==> src/rtl/mem_interface_pkg.sv <==
// Shared definitions for the memory-interface stage: state encoding and the
// default bus / address widths also used by the bus and register file.
package mem_interface_pkg;

  localparam int WORD_SIZE = 32;
  localparam int ADDR_BITS = 9;

  typedef enum logic [1:0] {
    IDLE = 2'd0,
    RD   = 2'd1,
    WR   = 2'd2,
    DONE = 2'd3
  } state_e;

endpackage

==> src/rtl/mem_interface_data_reg.sv <==
// Parameterised register with load enable and asynchronous active-low clear.
// Used for both MAR and MDR.
module mem_interface_data_reg
  import mem_interface_pkg::*;
#(
  parameter int WIDTH = WORD_SIZE
) (
  input  logic             clk,
  input  logic             rst_n,
  input  logic             load,
  input  logic [WIDTH-1:0] d,
  output logic [WIDTH-1:0] q
);

  logic [WIDTH-1:0] data_d;
  logic [WIDTH-1:0] data_q;

  // Hold the current value unless a load is requested
  always_comb begin
    data_d = data_q;
    if (load) data_d = d;
  end

  // Storage flop, cleared asynchronously
  always_ff @(posedge clk or negedge rst_n) begin
    if (!rst_n) data_q <= '0;
    else        data_q <= data_d;
  end

  assign q = data_q;

endmodule

==> src/rtl/mem_interface.sv <==
// Memory-interface stage: MAR/MDR plus a single-word read/write engine
// towards the synchronous RAM. The control unit pulses Read or Write for one
// cycle in IDLE and then waits for the one-cycle done pulse.
//
// Memory handshake: mem_req is held high for the whole RD/WR state, with
// mem_we/mem_addr/mem_wdata stable alongside it; the RAM completes the word
// by raising mem_ack for one cycle, sampled on the rising edge (read data in
// mem_rdata in the same cycle). Without an ack the request is abandoned after
// TIMEOUT cycles and the transaction finishes with err during DONE.
module mem_interface
  import mem_interface_pkg::*;
#(
  parameter int wordSize = WORD_SIZE,
  parameter int addrBits = ADDR_BITS,
  parameter int TIMEOUT  = 15
) (
  input  logic                clk,
  input  logic                clr,
  input  logic [wordSize-1:0] BusMuxOut,
  input  logic                MARin,
  input  logic                MDRin,
  input  logic                Read,
  input  logic                Write,
  output logic [wordSize-1:0] BusMuxIn_MDR,
  output logic                busy,
  output logic                done,
  output logic                err,
  output logic                mem_req,
  output logic                mem_we,
  output logic [addrBits-1:0] mem_addr,
  output logic [wordSize-1:0] mem_wdata,
  input  logic [wordSize-1:0] mem_rdata,
  input  logic                mem_ack,
  output logic [1:0]          dbg_state
);

  localparam int                CNT_W    = $clog2(TIMEOUT + 1);
  // Last wait cycle: with no ack here the request has been up TIMEOUT cycles
  localparam logic [CNT_W-1:0]  CNT_LAST = CNT_W'(TIMEOUT - 1);

  state_e            state_q, state_d;
  logic [CNT_W-1:0]  cnt_q, cnt_d;
  logic              timeout_q, timeout_d;
  logic              illegal_q, illegal_d;

  logic                mar_load;
  logic                mdr_load;
  logic [wordSize-1:0] mdr_din;
  logic [addrBits-1:0] mar_val;
  logic [wordSize-1:0] mdr_val;

  // State register, wait counter and error flags
  always_ff @(posedge clk or negedge clr) begin
    if (!clr) begin
      state_q   <= IDLE;
      cnt_q     <= '0;
      timeout_q <= 1'b0;
      illegal_q <= 1'b0;
    end else begin
      state_q   <= state_d;
      cnt_q     <= cnt_d;
      timeout_q <= timeout_d;
      illegal_q <= illegal_d;
    end
  end

  // Next-state logic: strobe decode in IDLE, ack/timeout wait in RD/WR
  always_comb begin
    state_d   = state_q;
    cnt_d     = cnt_q;
    timeout_d = timeout_q;
    illegal_d = 1'b0;
    case (state_q)
      IDLE: begin
        cnt_d     = '0;
        timeout_d = 1'b0;
        if (Read && Write) illegal_d = 1'b1;
        else if (Read)     state_d   = RD;
        else if (Write)    state_d   = WR;
      end
      RD, WR: begin
        if (mem_ack) begin
          state_d   = DONE;
          timeout_d = 1'b0;
        end else if (cnt_q == CNT_LAST) begin
          state_d   = DONE;
          timeout_d = 1'b1;
        end else begin
          cnt_d = cnt_q + 1'b1;
        end
      end
      DONE:    state_d = IDLE;
      default: state_d = IDLE;
    endcase
  end

  // Moore outputs decoded from the registered state
  always_comb begin
    mem_req   = (state_q == RD) || (state_q == WR);
    mem_we    = (state_q == WR);
    busy      = (state_q != IDLE);
    done      = (state_q == DONE);
    err       = ((state_q == DONE) && timeout_q) || illegal_q;
    dbg_state = state_q;
  end

  // MAR loads only in IDLE. MDR takes the bus in IDLE unless a read is being
  // launched on the same edge (the read result then owns MDR), and takes the
  // read data when the RAM acks a read.
  assign mar_load = (state_q == IDLE) && MARin;
  assign mdr_load = ((state_q == IDLE) && MDRin && !Read) ||
                    ((state_q == RD) && mem_ack);
  assign mdr_din  = (state_q == RD) ? mem_rdata : BusMuxOut;

  mem_interface_data_reg #(.WIDTH(addrBits)) u_mar (
    .clk   (clk),
    .rst_n (clr),
    .load  (mar_load),
    .d     (BusMuxOut[addrBits-1:0]),
    .q     (mar_val)
  );

  mem_interface_data_reg #(.WIDTH(wordSize)) u_mdr (
    .clk   (clk),
    .rst_n (clr),
    .load  (mdr_load),
    .d     (mdr_din),
    .q     (mdr_val)
  );

  assign mem_addr     = mar_val;
  assign mem_wdata    = mdr_val;
  assign BusMuxIn_MDR = mdr_val;

endmodule

==> config.mk <==
export PLATFORM = sky130hd
export DESIGN_NAME = mem_interface
export DESIGN_NICKNAME = d
export VERILOG_FILES = /design/src/rtl/mem_interface_pkg.sv /design/src/rtl/mem_interface_data_reg.sv /design/src/rtl/mem_interface.sv
export SDC_FILE = /design/constraint.sdc
export NUM_CORES = 1
export LEC_CHECK = 0
export CORE_MARGIN = 5
export CORE_UTILIZATION = 43
export CTS_BUF_LIST = sky130_fd_sc_hd__clkbuf_2
export DETAILED_ROUTE_END_ITERATION = 10
export PLACE_DENSITY = 0.88
export SETUP_SLACK_MARGIN = 0.3
export SYNTH_ARGS = -nofsm -noshare
export SYNTH_HDL_FRONTEND = slang
export SYNTH_SLANG_ARGS = --single-unit
export TNS_END_PERCENT = 50
==> constraint.sdc <==
create_clock -name clk -period 5.1 [get_ports clk]
set_input_delay 1.53 -clock clk [delete_from_list [all_inputs] [get_ports clk]]
set_output_delay 1.53 -clock clk [all_outputs]
set_load 0.01 [all_outputs]
# == After elaboration in Yosys (flattened, before gate mapping) ==
# Index checks and enable logic that the tools add are counted.
# op_classes
n_mul,0
bitwise,0
eq_ne,9
n_mux,15
n_shift,0
reduce_logical,17
div_mod_pow,0
n_lt_le_gt_ge,0
add_sub_neg,1
# ops
op,n
two-way mux 32 bit,1
two-way mux 2 bit,5
two-way mux 4 bit,2
one-hot mux 4 bit (2 select lines),1
logical AND 1 bit,6
!= test 2 bit (second input constant),3
!= test 3 bit (second input constant),2
one-hot mux 2 bit (3 select lines),1
AND reduction 3 bit,2
adder 4 x 1 -> 4 bit (second input constant),1
equality test 2 bit (second input constant),2
equality test 4 bit (second input constant),1
two-way mux 1 bit,4
nonzero test 2 bit,2
logical OR 1 bit,3
equality test 2 x 1 -> 1 bit (second input constant),1
zero test 2 bit,1
one-hot mux 1 bit (2 select lines),1
AND reduction 2 bit,1
OR reduction 2 bit,1
zero test 1 bit,1
# word_totals
regBits,49
elab_cells,48
output_inout_bits,80
ram_bits,0
input_bits,71
romBits,0
latchBits,0
n_memories,0

# == Logic depth before layout (Yosys ltp) ==
# depth
ltp_word,4
mapped_depth,6
mapped_depth_nobuf,5

# == Hierarchy ==
# From an unflattened synthesis, not the netlist that was laid out.
# unflattened
cells_unflattened,219
hier_area_um2,2926.6
# modules_own_cells
module,instances,area_per_inst_um2,cells_each
mem_interface_data_reg (u_mdr),1,1345.0,68
mem_interface,1,1209.9,132
mem_interface_data_reg (u_mar),1,371.6,19

# == Least setup slack after synthesis ==
# No wires, ideal clock.
# synth_path
path_type,register -> output
startpoint,register state_q[0] (netlist: dbg_state[0])
endpoint,output busy
path_slack_ns,2.619
stages_incl_launch_ff,5
t_required_ns,3.570
arrival_ns,0.951
path_cell_list,dfrtp_1 inv_1 ha_1 buf_6 inv_1
# synth_between
elab_chain_len,1
# synth_rtl
element,line,text
"start, declared",mem_interface.sv:41,"state_e state_q, state_d;"
"start signal, assigned",mem_interface.sv:60,state_q <= state_d;
nonzero test 2 bit,mem_interface.sv:101,busy = (state_q != IDLE);
"end, declared",mem_interface.sv:25,"output logic busy,"
# Every way passes these cells.

# == Worst setup path after layout ==
# Same ends and word-level chain as after synthesis.

==> key figures <==
Layout
  – ANT cells: 0
  – Nets@finish: 403
  – Area overhead of the layout relative to synthesis: 48.09%
  – Post-layout util: ~65%
  – Post-route cell area: around 4100 µm²
  – Share of layout cells above drive strength 1: 26.07%

Yosys
  – Most instantiated cells after synthesis: dfrtp_1 (49), mux2_2 (43), buf_4 (32), mux2_4 (30)
  – Syn nets: around 280
  – Yosys Warn Count: 0
  – Syn avg cell area: approximately 13 µm²
  – Most used DFF post-synth: dfrtp_1
  – Netlist cell types: 27
  – Top cell type's share of synthesized area: 44.12%
  – EDFF count, synth: 0
  – Most frequent cell after synthesis: dfrtp_1
  – Synth area leaders: dfrtp_1 (44%), mux2_2 (17%), mux2_4 (16%)
  – Cells after synthesis: 207
  – Synth async-reset ratio: between 90% and 100%
  – Synth Cell Area: 2779 µm²
  – Post-synthesis register bit count: between 40 and 50
  – Largest area contributor in the netlist: dfrtp_1
  – Share of the yosys chip area belonging to registers: 44.12%

Clock network
  – Clock Latency Late Sink: slightly below 0.4 ns
  – Hold_buf cts: 0
  – Clk slew on worst S/H paths: between 0.2 and 0.25 ns
  – Max Root-Sink Buffers: 2
  – Post_cts resized: 0
  – CTS Root Cell: clkbuf_2
  – H-tree depth: 2
  – CTS sink count: 49
  – CTS tree: yes
  – Total CTS buffers: 5
  – Post-CTS Setup Inserts: 0

Drt
  – # DRC: 0
  – First-pass DRT Iterations: 4
  – Metal2 WL: 3723 µm
  – Detailed Route Iter0 Violations: 32
  – Post-Route M1 WL: about 2700 µm
  – WL met3: 579 µm
  – Drt total wl: 7036 µm
  – Top sig layer: met4
  – Drt via density: approximately 5.1
  – Via count: 2054
  – Drt wl/cell: approximately 17 µm
  – Post-route ant nets: 0

Timing
  – Worst rel slew slack: between 20% and 30%
  – Period utilisation layout: approximately 69%
  – Worst Skew: between 0.009 and 0.01 ns
  – Min Hold Slack: 0.5362 ns
  – Slew Viols, Final: 0
  – Final Hold Viols: 0
  – Final-report setup violation count: 0
  – Post-layout minimum cycle time: ~3.5 ns
  – RSZ-0062 raised after global routing: false
  – Slew @ Worst Pin: 1.062 ns
  – Setup TNS after final layout: 0 ns
  – Peak Freq: approximately 280 MHz

Floorplanning
  – Overall die width: ~90 µm
  – Site Rows: 29
  – Starting Density: between 40% and 50%
  – Die H: around 90 µm
  – IO Count: approximately 150
  – DIE AREA: 8170 µm²
  – CORE AREA: roughly 6300 µm²

Worst setup path
  – Slowest CP cell: clkdlybuf4s50_1
  – Largest delay contributor family on the critical path: buffers and inverters
  – Crit-path max FO: 8
  – Critical path buffers and inverters: 3
  – Worst path depth: 4
  – Crit path capture type: output port
  – CP peak stage delay: between 0.5 and 0.6 ns
  – Required time worst endpoint: around 3.6 ns
  – R2R cell count: 5
  – CP most frequent cell: inv_1
  – Critical path, cell by cell: inv_1 -> ha_1 -> inv_1 -> clkdlybuf4s50_1
  – CP Launch Type: flop
  – WS Path Type: reg -> out
  – Critical path arrival: 1.98 ns

Hold path
  – Hold Crit Class: reg -> reg
  – Hold path depth: 1

Global routing
  – Initial antenna violation count: 0
  – GR Overflow Total: 0
  – First-pass GRT wire length: ~11000 µm
  – Total GRT Usage: 16.61%
  – Pin count of the biggest net entering global routing: 50
  – Vias in the first global route: about 2200

Outcome
  – Status: finished clean

Placed design
  – Post-detailed-placement half-perimeter wirelength: around 5500 µm
  – Area after DPL: 4081 µm²
  – RePlAce Congestion: ~0.82
  – Buffers on Ports: 150

Power and ir drop
  – Peak VDD IR: between 0.3 and 0.4 mV
  – Pleak: 0.001762 µW
  – Pwr/cell area: a little over 600 nW/µm²

Job
  – MaxCap Viol Count: 0
## final timing paths
path                                          startpoint                 endpoint  slack [ns]
worst max-delay path            dbg_state[0]$_DFFE_PN0P_                     busy        1.59
worst min-delay path              u_mar.q[2]$_DFFE_PN0P_   u_mar.q[2]$_DFFE_PN0P_        0.54
worst max register to register  dbg_state[0]$_DFFE_PN0P_  u_mdr.q[27]$_DFFE_PN0P_        2.64
worst min register to register    u_mar.q[2]$_DFFE_PN0P_   u_mar.q[2]$_DFFE_PN0P_        0.54
max in group asynchronous                            clr   u_mar.q[1]$_DFFE_PN0P_        3.15
min in group asynchronous                            clr  u_mdr.q[21]$_DFFE_PN0P_        1.29
## registers in the layout, summed over array words and instances, names as in the netlist
name and flops:
timeout_q 1, u_mdr.q 32, dbg_state 2, illegal_q 1
u_mar.q 9, cnt_q 4
## layer usage
layer	up-vias	global-route usage [%]
li1	935	-
met1	1002	18.71
met2	109	31.10
met3	8	4.833
met4	0	2.978
met5	-	0
## metrics by stage
step	power, µW	worst slack [ns]	instances
after floorplan	1737	2.619	207
after global placement	2351	1.552	396
after detailed placement	2405	1.502	396
after CTS	2552	1.554	403
after global routing	2663	1.421	403
final	2517	1.586	403
## cell usage in the layout, fill, tap and decap left out, types with 2 or more instances in the layout
master / n
a31o_2: 2
and3_1: 3
a211oi_1: 3
o21ai_0: 2
nand3_1: 4
buf_4: 2
nand2_1: 3
mux2_2: 43
nand2b_1: 2
inv_1: 6
o211ai_1: 3
mux2_4: 30
dfrtp_1: 49
clkdlybuf4s50_1: 149
ha_1: 6
clkbuf_2: 6
## logic make-up after synthesis
group | count (synthesis) | share of synthesized area (%)
buf+inv | 46 | 11.80
simple gates | 17 | 3.242
flops | 49 | 44.12
compound gates | 15 | 4.142
fa+ha+maj | 6 | 2.701
mux | 74 | 33.99
## worst reg2reg max path, stage by stage (launching register included)
cell and delay [ns]:
dfrtp_1 0.48, inv_1 0.17, ha_1 0.33, a32o_2 0.65
buf_4 0.42, mux2_4 0.34
## power breakdown
| part | switching, µW | internal, µW |
|---|---|---|
| logic | 599 | 1030 |
| registers | 167 | 582 |
| clock network | 109 | 32.1 |
| total | 875 | 1640 |
## final cells by class
cell class | count | area, µm²
clock buffers | 6 | 30.03
clock inverters | 1 | 3.754
fillers | 489 | 2198
inverters | 6 | 22.52
multi-input cells | 112 | 1225
flip-flops and latches | 49 | 1226
well taps | 77 | 96.34
repair buffers | 152 | 1511
Power figures use the tool's default switching activity.
